**config.mk**
```make
export PLATFORM = sky130hd
export DESIGN_NAME = render_scheduler
export DESIGN_NICKNAME = d
export VERILOG_FILES = /design/src/rtl/render_scheduler.sv
export SDC_FILE = /design/constraint.sdc
export NUM_CORES = 1
export LEC_CHECK = 0
export ABC_CLOCK_PERIOD_IN_PS = 5700
export CORE_ASPECT_RATIO = 2
export CORE_MARGIN = 2
export CORE_UTILIZATION = 45
export DETAILED_ROUTE_END_ITERATION = 12
export GPL_ROUTABILITY_DRIVEN = 1
export PLACE_DENSITY_LB_ADDON = 0.12
export SYNTH_ARGS = -nofsm -noshare
export SYNTH_HDL_FRONTEND = slang
export SYNTH_SLANG_ARGS = --single-unit
```
**constraint.sdc**
```tcl
create_clock -name CLOCK_50 -period 5.7 [get_ports CLOCK_50]
set_input_delay 0.57 -clock CLOCK_50 [delete_from_list [all_inputs] [get_ports CLOCK_50]]
set_output_delay 0.57 -clock CLOCK_50 [all_outputs]
set_load 0.01 [all_outputs]
```
**src/rtl/render_scheduler.sv**
```systemverilog
// render_scheduler: per-frame erase/draw sequencer feeding a req/ack box-drawing engine.
// Define RENDER_SKIP_STATIC_EN to skip objects unchanged since the previous frame.
module render_scheduler #(
  parameter int NUM_OBJ = 5,
  parameter logic [2:0] BG_COLOUR = 3'b000
) (
  input  logic                   CLOCK_50,
  input  logic                   resetn,
  input  logic                   frame,
  input  logic [15*NUM_OBJ-1:0]  obj_pos,
  input  logic [3*NUM_OBJ-1:0]   obj_colour,
  input  logic [NUM_OBJ-1:0]     obj_visible,
  input  logic                   draw_ack,
  output logic                   draw_req,
  output logic [14:0]            plot_xy,
  output logic [2:0]             colour,
  output logic                   busy,
  output logic                   frame_done,
  output logic                   overrun
);
  localparam int IW = NUM_OBJ > 1 ? $clog2(NUM_OBJ) : 1;
  typedef enum logic [2:0] {IDLE, SNAP, ERASE, ERASE_WAIT, DRAW, DRAW_WAIT, NEXT, DONE} state_t;
  state_t             state_q;
  logic [IW-1:0]      idx_q;
  logic [14:0]        shadow_pos_q [NUM_OBJ];
  logic [2:0]         shadow_colour_q [NUM_OBJ];
  logic [NUM_OBJ-1:0] shadow_vis_q;
  logic [14:0]        prev_pos_q [NUM_OBJ];
  logic [NUM_OBJ-1:0] prev_vis_q;
  logic               draw_req_q, busy_q, frame_done_q, overrun_q;
  logic [14:0]        plot_xy_q;
  logic [2:0]         colour_q;
  logic               skip;
`ifdef RENDER_SKIP_STATIC_EN
  logic [2:0]         prev_colour_q [NUM_OBJ];
  assign skip = prev_vis_q[idx_q] && shadow_vis_q[idx_q] && shadow_pos_q[idx_q] == prev_pos_q[idx_q]
                && shadow_colour_q[idx_q] == prev_colour_q[idx_q];
`else
  assign skip = 1'b0;
`endif
  assign draw_req   = draw_req_q;
  assign plot_xy    = plot_xy_q;
  assign colour     = colour_q;
  assign busy       = busy_q;
  assign frame_done = frame_done_q;
  assign overrun    = overrun_q;
  always_ff @(posedge CLOCK_50 or negedge resetn) begin
    if (!resetn) begin
      state_q      <= IDLE;
      idx_q        <= '0;
      draw_req_q   <= 1'b0;
      plot_xy_q    <= '0;
      colour_q     <= '0;
      busy_q       <= 1'b0;
      frame_done_q <= 1'b0;
      overrun_q    <= 1'b0;
      shadow_vis_q <= '0;
      prev_vis_q   <= '0;
      for (int i = 0; i < NUM_OBJ; i++) begin
        shadow_pos_q[i]    <= '0;
        shadow_colour_q[i] <= '0;
        prev_pos_q[i]      <= '0;
`ifdef RENDER_SKIP_STATIC_EN
        prev_colour_q[i]   <= '0;
`endif
      end
    end else begin
      // ticks outside IDLE are dropped, only remembered here
      if (frame && state_q != IDLE) overrun_q <= 1'b1;
      case (state_q)
        IDLE: if (frame) begin
          state_q <= SNAP;
          busy_q  <= 1'b1;
        end
        SNAP: begin
          for (int i = 0; i < NUM_OBJ; i++) begin
            shadow_pos_q[i]    <= obj_pos[15*i +: 15];
            shadow_colour_q[i] <= obj_colour[3*i +: 3];
          end
          shadow_vis_q <= obj_visible;
          idx_q        <= '0;
          state_q      <= ERASE;
        end
        ERASE: if (skip) state_q <= NEXT;
          else if (prev_vis_q[idx_q]) begin
            draw_req_q <= 1'b1;
            plot_xy_q  <= prev_pos_q[idx_q];
            colour_q   <= BG_COLOUR;
            state_q    <= ERASE_WAIT;
          end else state_q <= DRAW;
        ERASE_WAIT: if (draw_ack) begin
          draw_req_q <= 1'b0;
          state_q    <= DRAW;
        end
        DRAW: if (shadow_vis_q[idx_q]) begin
            draw_req_q <= 1'b1;
            plot_xy_q  <= shadow_pos_q[idx_q];
            colour_q   <= shadow_colour_q[idx_q];
            state_q    <= DRAW_WAIT;
          end else state_q <= NEXT;
        DRAW_WAIT: if (draw_ack) begin
          draw_req_q <= 1'b0;
          state_q    <= NEXT;
        end
        NEXT: begin
          prev_pos_q[idx_q]    <= shadow_pos_q[idx_q];
          prev_vis_q[idx_q]    <= shadow_vis_q[idx_q];
`ifdef RENDER_SKIP_STATIC_EN
          prev_colour_q[idx_q] <= shadow_colour_q[idx_q];
`endif
          if (idx_q == IW'(NUM_OBJ - 1)) begin
            state_q      <= DONE;
            frame_done_q <= 1'b1;
            busy_q       <= 1'b0;
          end else begin
            idx_q   <= idx_q + 1'b1;
            state_q <= ERASE;
          end
        end
        DONE: begin
          frame_done_q <= 1'b0;
          state_q      <= IDLE;
        end
      endcase
    end
  end
endmodule

```
### After elaboration in Yosys (flattened, before gate mapping)

Index checks and enable logic that the tools add are counted.

| word-level totals | value |
|---|---|
| register bits | 203 |
| output and inout bits | 22 |
| word-level logic and storage cells | 107 |

| operators by class | value |
|---|---|
| add/subtract/negate cells | 1 |
| $lt $le $gt $ge | 4 |
| equal/unequal tests | 16 |
| multiplexer cells | 43 |
| bitwise logic cells | 1 |
| reductions and logical operators | 17 |

Operators with widths:

| cell | count |
|---|---|
| 15-bit two-way mux | 7 |
| 15-bit binary-select mux with 3-bit select | 2 |
| 75-bit bitwise mux | 1 |
| 15-bit demux with 3-bit select | 1 |
| 3-bit two-way mux | 10 |
| 15-bit one-hot mux with 2 select lines | 1 |
| 3-bit one-hot mux with 8 select lines | 1 |
| 3-bit == test, second input constant | 5 |
| 2-bit != test, second input constant | 7 |
| 3-bit one-hot mux with 2 select lines | 2 |
| 3-bit binary-select mux with 3-bit select | 1 |
| 1-bit two-way mux | 9 |
| 3-bit AND reduction | 3 |
| 2-bit nonzero test | 4 |
| 1-bit binary-select mux with 3-bit select | 2 |
| 3-bit by 2-bit == test with 1-bit output, second input constant | 2 |
| 3-bit nonzero test | 2 |
| 5-bit bitwise mux | 1 |
| 4-bit >= comparator, second input constant | 1 |
| 3-bit by 4-bit < comparator with 1-bit output, second input constant | 1 |
| 4-bit by 1-bit < comparator with 1-bit output, second input constant | 1 |
| 3-bit NOT with 4-bit output | 1 |
| 1-bit one-hot mux with 2 select lines | 2 |
| 2-bit AND reduction | 2 |
| other kinds (11) | 13 |

### Longest topological paths before layout

| logic depth | value |
|---|---|
| depth after elaboration | 6 |
| depth in mapped cells | 9 |
| gate-level depth less buffers | 6 |

### Worst setup path after synthesis

Ideal clock, no wire load.

| timing path | value |
|---|---|
| path kind | register -> register |
| start | register idx_q[1] |
| end | register state_q[2] |
| data arrival time | 1.923 ns |
| path slack | 3.659 ns |
| stages on the path, launching flop included | 9 |
| buffers on the path | 2 |
| cells stage by stage | dfrtp_1 -> clkbuf_1 -> clkbuf_1 -> inv_1 -> ha_1 -> nand2_1 -> o21ai_0 -> a211o_1 -> a21o_1 |

| between the ends | value |
|---|---|
| cells in the longest elaborated chain, start to end | 4 |
| elaborated cells between the ends (all ways) | 6 |
| classes of those cells | eq/ne (1); mux (5) |

RTL lines:

| element | RTL line | RTL |
|---|---|---|
| start: declaration | 24 | `logic [IW-1:0] idx_q;` |
| start signal: assignment | 116 | `idx_q <= idx_q + 1'b1;` |
| 1-bit binary-select mux with 3-bit select | 85 | `else if (prev_vis_q[idx_q]) begin` |
| 1-bit two-way mux (not written as such) | 85 |  |
| 3-bit two-way mux | 85 |  |
| 3-bit one-hot mux with 8 select lines (*) | 70 | `case (state_q)` |
| end signal: assignment | 72 | `state_q <= SNAP;` |
| end signal: assignment | 84 | `ERASE: if (skip) state_q <= NEXT;` |
| end signal: assignment | 89 | `state_q <= ERASE_WAIT;` |
| end: declaration | 23 | `state_t state_q;` |

Every way passes the cells marked *; elsewhere a longest branch is shown, timed or not. The select of a mux whose other input is x is not followed.
A chain may end at the register's enable or synchronous reset.

### Worst setup path after layout

| timing path | value |
|---|---|
| start | register idx_q[0] |
| end | register plot_xy_q[1] (netlist: plot_xy[1]) |

| between the ends | value |
|---|---|
| cells in the longest elaborated chain, start to end | 6 |
| elaborated cells between the ends (all ways) | 17 |
| classes of those cells | eq/ne (2); mux (13); bitwise (1); reduce/logical (1) |

RTL lines:

| element | RTL line | RTL |
|---|---|---|
| 3-bit NOT with 4-bit output (not written as such) | 87, 97 |  |
| 15-bit binary-select mux with 3-bit select, on equally long branches | 97, 87 |  |
| 15-bit two-way mux, on equally long branches (2 in a row) | 97, 87 |  |
| 15-bit two-way mux, on equally long branches | 95, 85 |  |
| 15-bit one-hot mux with 2 select lines | 70 |  |
| end signal: assignment | 87 | `plot_xy_q <= prev_pos_q[idx_q];` |
| end signal: assignment | 97 | `plot_xy_q <= shadow_pos_q[idx_q];` |
| end: declaration | 31 | `logic [14:0] plot_xy_q;` |

Several ways; a longest one is shown, not always the timed one. The select of a mux whose other input is x is not followed.

==> reports/results.md <==
Clock network
* 0 — # Post-CTS Setup Buffers
* 203 — clock tree sinks
* sky130_fd_sc_hd__clkbuf_16 — CTS Root Cell
* 1 — CTS H-tree depth
* 0 — # hold bufs at CTS
* 19 — number of buffers inserted during clock tree synthesis
* 0 — number of gates given a new drive strength after cts
* yes — TritonCTS clock tree
* 3 — maximum number of buffers from clock root to sink
* 70 ps — Reg clk slew, reported paths
* 480 ps — insertion delay of the later-clocked pin in the worst-skew pair

Synth
* 0 — number of warnings printed during yosys synthesis
* sky130_fd_sc_hd__nand2_1 — most common cell in the synthesized netlist
* sky130_fd_sc_hd__dfrtp_1 — largest area contributor in the netlist
* 100.0% — share of async-settable or async-resettable flops after synthesis
* 9330 µm² — synthesized cell area
* 45 — Netlist cell types
* 1,102 — syn_nets
* sky130_fd_sc_hd__dfrtp_1 — primary flip-flop cell chosen by synthesis mapping
* sky130_fd_sc_hd__nand2_1, sky130_fd_sc_hd__dfrtp_1, sky130_fd_sc_hd__o21ai_0 — most used standard cells in the synthesized netlist
* 0 — number of enable-type register cells in the synthesized netlist
* 998 — Cells after Synth
* 54.45% — fraction of post-synthesis cell area in the top cell type by area
* 54.45% — sequential-to-total area share from yosys stat
* 203 — register bit total from synthesis
* 9.349 µm² — Avg Synthesized Cell Area
* sky130_fd_sc_hd__dfrtp_1, sky130_fd_sc_hd__nand2_1, sky130_fd_sc_hd__mux2i_1 — cells taking the most area after synthesis

Power
* 3.530 mW — internal power summed over all cells
* 37.18% — switching fraction of total power
* 41.8% — sequential group share of total power
* 20.8% — part of the power in the clock network
* 37.4% — part of the power in combinational logic
* 2.089 mW — total net switching power
* 501.5 nW/µm² — power density relative to cell area
* 5.620 mW — overall power
* 0.2699 mV — Max IR drop VDD
* 5.123 nW — leakage power

STA
* false — setup repair after global routing missed its margin
* 0 — Max Transition Viols Final
* 54.85% — period utilization
* 0 — final hold vios
* 0 — setup violation total in the final timing report
* 3127 ps — min Tclk post-route
* 1114 ps — Least-Margin Pin Slew
* 25.55% — slew margin rel.
* 0 ps — setup TNS
* 2573 ps — worst setup margin
* 11.23 ps — Setup Skew
* 319.8 MHz — highest clock rate

Setup path
* buf_4 > mux2i_1 > o22ai_1 > a21oi_2 > o21ai_4 > mux2_2 — list of cells traversed by the critical path
* 1 — WP buf/inv
* register — critical path launch point type
* compound AO/OA/AOI/OAI gates — kind of cell adding the most delay to the critical path
* 37 — Worst Path Max Fanout
* 3490 ps — CP arrival
* register — crit end category
* 6070 ps — required time reported for the critical path endpoint
* sky130_fd_sc_hd__dfrtp_4 — Worst path slowest cell
* reg2reg — Worst Setup Path Type
* 860 ps — slowest stage delay, CP

Layout
* 0 — number of inserted diodes
* 1,189 — final-stage net count
* 7.391% — fraction of layout cells with a size suffix above 1
* 20.10% — relative area change from synthesis to final layout

Routing
* 506 — number of violations reported at the end of detailed-routing iteration 0
* 0 — number of antenna-violating nets in the routed design
* 17.34 µm — Wirelength per Cell
* 5 — DR pass1 iterations
* 5.249 — average via count per standard cell
* 7,149 — vias post-DR
* 23.62 mm — total detailed-routing wirelength
* 0 — Residual DRC

GRT
* 21.80% — Total GRT Usage
* 109 — pin count of the biggest net entering global routing
* 0 — overflow left after global routing
* 7,318 — number of global-route vias before repair
* 0 — number of antenna violations at the first check in global routing
* 38.43 mm — first-pass GRT wire length

Floorplan
* 45.80% — starting density of the core
* 20,370 µm² — area of the core
* 207.6 µm — Vert. Die Dim
* 74 — Site Rows
* 105.8 µm — die width
* 121 — # IOs
* 21,970 µm² — Die Outline Area

Placement
* 0.8252 — final weighted congestion in routability-driven placement
* 16.35 mm — DP Wirelength
* 120 — Port-buffer cells
* 2570 ps — minimum setup slack after placement

Job
* 0 — reported max-cap violation count

Min path
* in2async — class of the tightest hold or removal check

Run status
* finished, final reports clean — result of the run

-- worst register-to-register path, cell delays in order, from the launching register on --
cell and delay [ps]:
sky130_fd_sc_hd__dfrtp_4 860, sky130_fd_sc_hd__buf_4 480, sky130_fd_sc_hd__mux2i_1 150, sky130_fd_sc_hd__o22ai_1 210, sky130_fd_sc_hd__a21oi_2 140, sky130_fd_sc_hd__o21ai_4 740, sky130_fd_sc_hd__mux2_2 430
-- final timing paths --
check	start	to	slack [ps]	cells after the start
worst min register to register	shadow_pos_q[73]	shadow_pos_q[73]	470	2
worst min-delay path	resetn	prev_pos_q[45]	160	1
worst max-delay path	idx_q[0]	plot_xy[1]	2570	6
max in group asynchronous	resetn	idx_q[0]	4470	2
worst max register to register	idx_q[0]	plot_xy[1]	2570	6
min in group CLOCK_50	shadow_pos_q[73]	shadow_pos_q[73]	470	2
-- cells in the final DEF (no fill, tap or decap), types with 12 or more instances in the layout --
| cell type | netlist | layout |
|---|---|---|
| sky130_fd_sc_hd__a2bb2oi_1 | 16 | 16 |
| sky130_fd_sc_hd__or2_2 | 16 | 16 |
| sky130_fd_sc_hd__clkdlybuf4s50_1 | 0 | 119 |
| sky130_fd_sc_hd__mux2i_1 | 64 | 64 |
| sky130_fd_sc_hd__nor2_1 | 38 | 37 |
| sky130_fd_sc_hd__o21ai_0 | 69 | 69 |
| sky130_fd_sc_hd__buf_4 | 7 | 12 |
| sky130_fd_sc_hd__dfrtp_1 | 203 | 202 |
| sky130_fd_sc_hd__clkbuf_16 | 0 | 19 |
| sky130_fd_sc_hd__a21oi_1 | 57 | 57 |
| sky130_fd_sc_hd__o22ai_1 | 17 | 17 |
| sky130_fd_sc_hd__nand2_1 | 355 | 355 |
| sky130_fd_sc_hd__a31oi_1 | 16 | 16 |
-- final cells by class --
type,instances,area [µm²]
Sequential cell,203,5084
Clock inverter,2,13.76
Timing Repair Buffer,133,1315
Multi-Input combinational cell,723,3915
Fill cell,1918,9164
Inverter,5,18.77
Clock buffer,30,526.8
Tap cell,266,332.8
-- cells by family after synthesis --
kind of cell    count (synthesis)  synth area share (%)
simple gates                  443                 19.04
flops                         203                 54.45
compound gates                189                 11.77
mux                            85                 10.16
buf+inv                        72                 3.808
fa+ha+maj                       5                0.6705
xor+xnor                        1               0.09389
-- layer usage --
layer | up-vias | track usage [%] | routed length [µm] | part of all wire, %
met5 | - | 0 | 0 | 0
met4 | 0 | 6.670 | 650 | 2.8
met3 | 40 | 2.135 | 841 | 3.6
met2 | 171 | 39.80 | 12540 | 53
met1 | 3445 | 26.90 | 9587 | 41
li1 | 3493 | - | - | -
-- sequential cells by signal, indices dropped and copies added (netlist names) --
| signal | count |
|---|---|
| busy | 1 |
| colour | 3 |
| draw_req | 1 |
| frame_done | 1 |
| idx_q | 3 |
| overrun | 1 |
| plot_xy | 15 |
| prev_pos_q | 75 |
| prev_vis_q | 5 |
| shadow_colour_q | 15 |
| shadow_pos_q | 75 |
| shadow_vis_q | 5 |
| state_q | 3 |
-- stage by stage --
step	utilization (%)	area (µm²)	hold WS [ps]	cells
floorplan	-	9330	274.4	998
CTS	55.01	11210	229.3	1362
detailed placement	52.36	10670	452.8	1330
global route	55.01	11210	259.3	1362
finish	55.01	11210	155.7	1362
global placement	52.36	10670	450.3	1330
-- power by group through the flow --
stage	registers, mW	logic, mW	clock network, mW
2_1_floorplan	2.23	1.55	0
3_3_place_gp	2.38	2.08	0
3_5_place_dp	2.38	2.13	0
4_1_cts	2.35	2.14	1.19
5_1_grt	2.41	2.37	1.24
6_report	2.35	2.10	1.17
(Power assumes the default switching activity.)
